## src/rtl/map_scroll_ctrl.sv

```systemverilog
// map_scroll_ctrl: frame-rate scroll scheduler for the side-scrolling map.
// Syncs frame_clk into Clk, advances a wrapping pixel position by the current
// speed once per frame while running, and keeps a saturating run score.
// Build option MAP_SCROLL_RAMP_EN: when defined, speed ramps up by one every
// RAMP_FRAMES running frames (saturating at SPEED_MAX); when undefined, speed
// is the constant SPEED_INIT and RAMP_FRAMES/SPEED_MAX are unused.
//
// state   | meaning
// IDLE    | power-up, counters held at start values, waiting for start
// RUN     | scrolling, one advance per frame tick
// PAUSED  | everything held while pause is high
// OVER    | collision seen, values frozen for display until start
module map_scroll_ctrl #(
  parameter int MAP_BYTES    = 512,
  parameter int SCREEN_BYTES = 80,
  parameter int SPEED_INIT   = 1,
  parameter int SPEED_MAX    = 8,
  parameter int RAMP_FRAMES  = 600
) (
  input  logic        Clk,
  input  logic        Reset_n,
  input  logic        frame_clk,
  input  logic        start,
  input  logic        pause,
  input  logic        collide,
  output logic [9:0]  shifted_x,
  output logic [2:0]  fine_x,
  output logic [3:0]  speed,
  output logic [1:0]  state,
  output logic [15:0] score
);

  localparam int WRAP_PX = (MAP_BYTES - SCREEN_BYTES) * 8;

  typedef enum logic [1:0] {
    ST_IDLE   = 2'd0,
    ST_RUN    = 2'd1,
    ST_PAUSED = 2'd2,
    ST_OVER   = 2'd3
  } state_t;

  state_t      state_q, state_d;
  logic [12:0] pos_q, pos_d;
  logic [15:0] score_q, score_d;
  logic        s1_q, s2_q, s3_q;
  logic        tick;
  logic [3:0]  speed_cur;
  logic [12:0] pos_sum;

  assign tick = s2_q & ~s3_q;

`ifdef MAP_SCROLL_RAMP_EN
  localparam int RW = (RAMP_FRAMES > 1) ? $clog2(RAMP_FRAMES) : 1;
  logic [3:0]    speed_q, speed_d;
  logic [RW-1:0] ramp_q, ramp_d;
  assign speed_cur = speed_q;
`else
  assign speed_cur = 4'(SPEED_INIT);
`endif

  // wrapped position after one advance at the current speed
  always_comb begin
    pos_sum = pos_q + 13'(speed_cur);
    if (pos_sum >= 13'(WRAP_PX)) pos_sum = pos_sum - 13'(WRAP_PX);
  end

  // game-state machine and per-frame advance
  always_comb begin
    state_d = state_q;
    pos_d   = pos_q;
    score_d = score_q;
`ifdef MAP_SCROLL_RAMP_EN
    speed_d = speed_q;
    ramp_d  = ramp_q;
`endif
    case (state_q)
      ST_IDLE, ST_OVER: begin
        // IDLE keeps start values; OVER freezes until start reloads them
        if (state_q == ST_IDLE || start) begin
          pos_d   = '0;
          score_d = '0;
`ifdef MAP_SCROLL_RAMP_EN
          speed_d = 4'(SPEED_INIT);
          ramp_d  = '0;
`endif
        end
        if (start) state_d = ST_RUN;
      end
      ST_RUN: begin
        if (collide) begin
          state_d = ST_OVER;
        end else if (pause) begin
          state_d = ST_PAUSED;
        end else if (tick) begin
          pos_d = pos_sum;
          if (score_q != 16'hFFFF) score_d = score_q + 16'd1;
`ifdef MAP_SCROLL_RAMP_EN
          if (ramp_q == RW'(RAMP_FRAMES - 1)) begin
            ramp_d = '0;
            if (speed_q < 4'(SPEED_MAX)) speed_d = speed_q + 4'd1;
          end else begin
            ramp_d = ramp_q + RW'(1);
          end
`endif
        end
      end
      ST_PAUSED: begin
        if (collide)     state_d = ST_OVER;
        else if (!pause) state_d = ST_RUN;
      end
      default: state_d = ST_IDLE;
    endcase
  end

  // frame_clk synchronizer plus edge-detect delay flop
  always_ff @(posedge Clk or negedge Reset_n) begin
    if (!Reset_n) begin
      s1_q <= 1'b0;
      s2_q <= 1'b0;
      s3_q <= 1'b0;
    end else begin
      s1_q <= frame_clk;
      s2_q <= s1_q;
      s3_q <= s2_q;
    end
  end

  // state and datapath registers
  always_ff @(posedge Clk or negedge Reset_n) begin
    if (!Reset_n) begin
      state_q <= ST_IDLE;
      pos_q   <= '0;
      score_q <= '0;
`ifdef MAP_SCROLL_RAMP_EN
      speed_q <= 4'(SPEED_INIT);
      ramp_q  <= '0;
`endif
    end else begin
      state_q <= state_d;
      pos_q   <= pos_d;
      score_q <= score_d;
`ifdef MAP_SCROLL_RAMP_EN
      speed_q <= speed_d;
      ramp_q  <= ramp_d;
`endif
    end
  end

  assign shifted_x = pos_q[12:3];
  assign fine_x    = pos_q[2:0];
  assign speed     = speed_cur;
  assign state     = state_q;
  assign score     = score_q;

endmodule

```

## config.mk

```make
export PLATFORM = sky130hd
export DESIGN_NAME = map_scroll_ctrl
export DESIGN_NICKNAME = d
export VERILOG_FILES = /design/src/rtl/map_scroll_ctrl.sv
export SDC_FILE = /design/constraint.sdc
export NUM_CORES = 1
export LEC_CHECK = 0
export CELL_PAD_IN_SITES_DETAIL_PLACEMENT = 0
export CELL_PAD_IN_SITES_GLOBAL_PLACEMENT = 1
export CORE_UTILIZATION = 30
export DETAILED_ROUTE_END_ITERATION = 10
export HOLD_SLACK_MARGIN = 0.1
export PLACE_DENSITY = 0.64
export SYNTH_ARGS = -nofsm -noshare
export SYNTH_HDL_FRONTEND = slang
export SYNTH_SLANG_ARGS = --single-unit
```

## constraint.sdc

```tcl
create_clock -name Clk -period 4.5 [get_ports Clk]
set_clock_uncertainty 0.15 [all_clocks]
set_input_delay 0.9 -clock Clk [delete_from_list [all_inputs] [get_ports Clk]]
set_output_delay 0.9 -clock Clk [all_outputs]
set_load 0.01 [all_outputs]
```

# Word level (Yosys, flattened, before mapping)

Cells that the tools add are included.

Bits of input ports: 6
Register bits after elaboration: 34
Logic and storage cells: 49
Output and inout port bits: 35

Magnitude comparators: 1
Mux-type cells: 18
Reduce and logical (&&, ||, !) cells: 7
Add/sub/neg operators: 3
Equal/unequal tests: 12
Bitwise gates (word level): 2

Operators with widths:

| operator               | number |
|---|---|
| $mux 16                | 5 |
| $mux 13                | 5 |
| $pmux 16 s2            | 1 |
| $pmux 13 s2            | 1 |
| $add 16x1->16 const B  | 1 |
| $ne 16x16->1 const B   | 1 |
| $add 13x1->13 const B  | 1 |
| $ge 13x12->1 const B   | 1 |
| $sub 13x12->13 const B | 1 |
| $ne 2x2->1 const B     | 6 |
| $mux 2                 | 5 |
| $ne 3x3->1 const B     | 2 |
| $pmux 2 s3             | 1 |
| $reduce_and 6->1       | 1 |
| $reduce_and 5->1       | 1 |
| $eq 2x2->1 const B     | 2 |
| $reduce_and 3->1       | 1 |
| $eq 2x1->1 const B     | 1 |
| $logic_not 2->1        | 1 |
| $reduce_bool 2->1      | 1 |
| $reduce_or 2->1        | 1 |
| $and 1x1->1            | 1 |
| $logic_or 1x1->1       | 1 |
| $not 1->1              | 1 |

# Depth between registers and ports, before layout

Depth after elaboration: 7
Gate-level depth with buffers: 13

# Worst setup path after synthesis

OpenSTA, ideal clock, no wires.

Path kind: register to register
Start point: register pos_q[0]
End point: register pos_q[7]
Data required time: 4,262 ps
Path slack: 1,571 ps
Stages on the path, launching flop included: 14
Data arrival time: 2,691 ps
Library setup time: 88 ps
Path through: dfrtp_1 ha_1 buf_4 and2_1 buf_2 nand3_1 xnor2_1 ha_1 nor3_1 o311a_1 or2_1 buf_2 or4_4 o2111ai_2

Cells in the longest elaborated chain, start to end: 7
Elaborated cells on any way between the ends: 8
Those cells by class: add/sub: 2; order compare: 1; mux: 5

Ends and longest elaborated chain:

| item                                                  | RTL line | RTL |
|---|---|---|
| from (decl)                                           | 43       | `logic [12:0] pos_q, pos_d;` |
| from (signal assigned)                                | 140      | `pos_q <= pos_d;` |
| $add 13x1->13 (*)                                     | 63       | `pos_sum = pos_q + 13'(speed_cur);` |
| $sub 13x12->13 / $ge 13x12->1 (equally long branches) | 64       | `if (pos_sum >= 13'(WRAP_PX)) pos_sum = pos_sum - 13'(WRAP_PX);` |
| $mux 13 (*)                                           | 64       |  |
| $mux 13 (*)                                           | 94       | `end else if (tick) begin` |
| $mux 13 (*)                                           | 92       | `end else if (pause) begin` |
| $mux 13 (*)                                           | 90       | `if (collide) begin` |
| $pmux 13 s2 (*)                                       | 76       | `case (state_q)` |

Every way passes the cells marked *; elsewhere a longest branch is shown, timed or not. The select of a mux whose other input is x is not followed.
A chain may end at the register's enable or synchronous reset.

# Worst setup path after layout

Start point: register pos_q[0]
End point: register pos_q[8]

The elaborated chain is that of the path after synthesis.

==> results.toml <==
[die]
die_area_um2 = 8060
io-pin-count = 41
die_x_um = 89.8
coreArea_um2 = 7370
start_util = 0.314
rows = 31
die_h_um = 89.8

[worst_setup_path]
worstSetupStartpointType = "flip-flop"
reg2regPathDepth = 10
worst_ep_arrival_time_ns = 3.34
r2r-end = "pos_q[8]$_DFFE_PN0P_"
cp.required_ns = 4.51
crit_fanout = 10
worstSetupEndpointType = "flip-flop"
rr_startpoint = "pos_q[0]$_DFFE_PN0P_"
r2r_setup_slack_ns = 1.17
crit_type = "flip-flop to flip-flop"

[flow_run]
cap_violations = 0

[power]
p_switching_mw = 0.507
sequentialPowerShare = 0.342
peakVddDrop_uv = 157
p_clk_frac = 0.215
internal_power_mw = 0.711
swShare = 0.416
pwr-share-comb = 0.443
p_total_mw = 1.22
powerDensity_nw_per_um2 = 430
p_leak_nw = 1.17

[timing]
worstMarginPinSlew_ns = 0.731
drv_slew = 0
max_freq_mhz = 300
finalCritPeriodShare = 0.741
finalSetupTns_ns = 0
finalHoldViolations = 0
slew_headroom = 0.511
rsz0062_at_grt = "false"
worst_slack_ns = 1.17
finalCriticalPeriod_ns = 3.33
hold_ws_ns = 0.200
setup_viol = 0

[run_status]
status = "complete, no violations"

[worst_hold_path]
hold_depth = 0
hold_path.startpoint = "s1_q$_DFF_PN0_"
hold_class = "flip-flop to flip-flop"
worstHoldEndpoint = "s2_q$_DFF_PN0_"

[grt]
grt_use_total = 0.142
grt_start_max_net_pins = 35
grt_overflow = 0
antenna_found_initial = 0
grt_pass1_wl_um = 9430
grt_pass1_vias = 1907

[synth]
syn_area_per_cell_um2 = 8.56
syn_inst = 270
synth_edf_count = 0
synth.distinct_cells = 54
ys_seq_area_frac = 0.368
yosysWarnings = 0
synth_async_sr_flop_share = 1.00
synthFlopType = "dfrtp_1"
synthesis.area_um2 = 2310
ys_seq_elements = 34

[detailed_routing]
drt-pass1-iter-count = 4
dr_total_vias = 2023
wl_per_cell_um = 14.0
drt_iter0_drc = 75
drt-total-wl_um = 5540
ant_nets = 0
drc = 0
vias_per_cell = 5.11

[clock_network]
tritoncts = "yes"
root_buffer = "clkbuf_8"
clock_sinks = 34
clk_path_buf_depth = 2
cts_setup_buffers = 0
clk_pin_slew_ns = 0.07
postCtsHoldBufs = 0
post_cts_resized = 0
h-tree-depth = 2
clock_latency_ns = 0.28
cts_made_buffers = 5

[place]
pre_cts_ws_ns = 1.07
place_congestion = 0.746
hpwl_um = 3970
port_buffers = 36

[cells_and_area]
fin_nets = 309
n_antenna_cell = 0
drive_above_1_share = 0.0572
area_delta_synth_final_pct = 22.5
[worst max-delay path by stage]
stage / from / end / cells past startpoint
CTS: pos_q[0]$_DFFE_PN0P_ / pos_q[12]$_DFFE_PN0P_ / 10
global route: pos_q[0]$_DFFE_PN0P_ / pos_q[12]$_DFFE_PN0P_ / 10
finish: pos_q[0]$_DFFE_PN0P_ / pos_q[8]$_DFFE_PN0P_ / 10
detailed placement: pause / score[9]$_DFFE_PN0P_ / 8
global placement: pause / score[9]$_DFFE_PN0P_ / 8
floorplan: pos_q[0]$_DFFE_PN0P_ / pos_q[7]$_DFFE_PN0P_ / 13
[power groups by stage]
| stage | clock network [mW] | registers [mW] | logic, mW |
|---|---|---|---|
| floorplan | 0 | 0.405 | 0.372 |
| global placement | 0 | 0.425 | 0.541 |
| detailed placement | 0 | 0.424 | 0.545 |
| CTS | 0.273 | 0.418 | 0.546 |
| global route | 0.286 | 0.426 | 0.606 |
| finish | 0.261 | 0.417 | 0.540 |
[metrics by stage]
stage,area (um^2),instances,utilization
finish,2830,396,0.384
global route,2830,396,0.384
CTS,2830,396,0.384
detailed placement,2720,388,0.369
global placement,2720,388,0.369
floorplan,2320,272,-
[flip-flops by register name, summed over array words and instances, names as in the netlist]
signal and count:
pos_q 13, s1_q 1, state 2, score 16
s2_q 1, s3_q 1
[per-layer routing]
metal  vias to the layer above  routed length (um)  global-route usage
met4                         0                  31              0.0246
li1                       1019                   -                   -
met5                         -                   0                   0
met1                       950                2790               0.198
met3                         4                 271              0.0296
met2                        50                2450               0.229
[worst max-delay path, cell delays in order, from the launching register on]
cell,delay (ns)
dfrtp_1,0.51
ha_1,0.39
and2_1,0.37
nand3_1,0.18
xnor2_1,0.17
ha_1,0.21
nor3_1,0.34
o311a_1,0.29
or2_1,0.26
mux2i_1,0.24
o22ai_1,0.09
[synthesized netlist by cell type, drive strengths merged, types with 3 or more instances]
library cell,n,share of area
mux2i,3,0.013
a21o,4,0.013
nand4,4,0.017
or3,3,0.0081
o41ai,3,0.011
nand3,12,0.026
clkbuf,9,0.015
nor4,4,0.017
o21ai,14,0.030
a211oi,3,0.0097
nor2,20,0.032
a22o,5,0.019
nand2,29,0.047
and2,4,0.012
o22ai,3,0.0081
a21oi,9,0.019
ha,7,0.038
xnor2,13,0.049
dfrtp,34,0.37
and3,3,0.0081
xor2,3,0.011
a31oi,6,0.016
inv,15,0.024
buf,13,0.034
nor3,14,0.030
nor2b,3,0.0081
[placed cells by master, fill, tap and decap left out, drive strengths merged, types with 5 or more instances in the layout]
cell           count
a21oi              9
a22o               5
a31oi              6
clkbuf             8
clkdlybuf4s50     36
dfrtp             34
ha                 7
inv               15
nand2             29
nand3             12
nor2              20
nor3              14
o21ai             14
xnor2             13
[final cells by class]
type / count / area [um^2]
fillers: 759 / 4540
flip-flops and latches: 34 / 851
multi-input cells: 201 / 1310
clock buffers: 8 / 110
inverters: 15 / 56.3
repair buffers: 39 / 383
well taps: 99 / 124
[logic make-up (layout without fill, tap and decap cells)]
kind of cell,Yosys count,count (layout),share of synthesized area
xor gates and xnor gates,16,16,0.0606
and+or+nand+nor,105,105,0.241
adders and majority gates,7,7,0.0379
DFF,34,34,0.368
muxes,3,3,0.0130
AOI/OAI and AO/OA,66,66,0.203
other,2,4,0.00325
buffers and inverters,37,62,0.0730
Note: power is estimated with default switching activity, not from simulation.
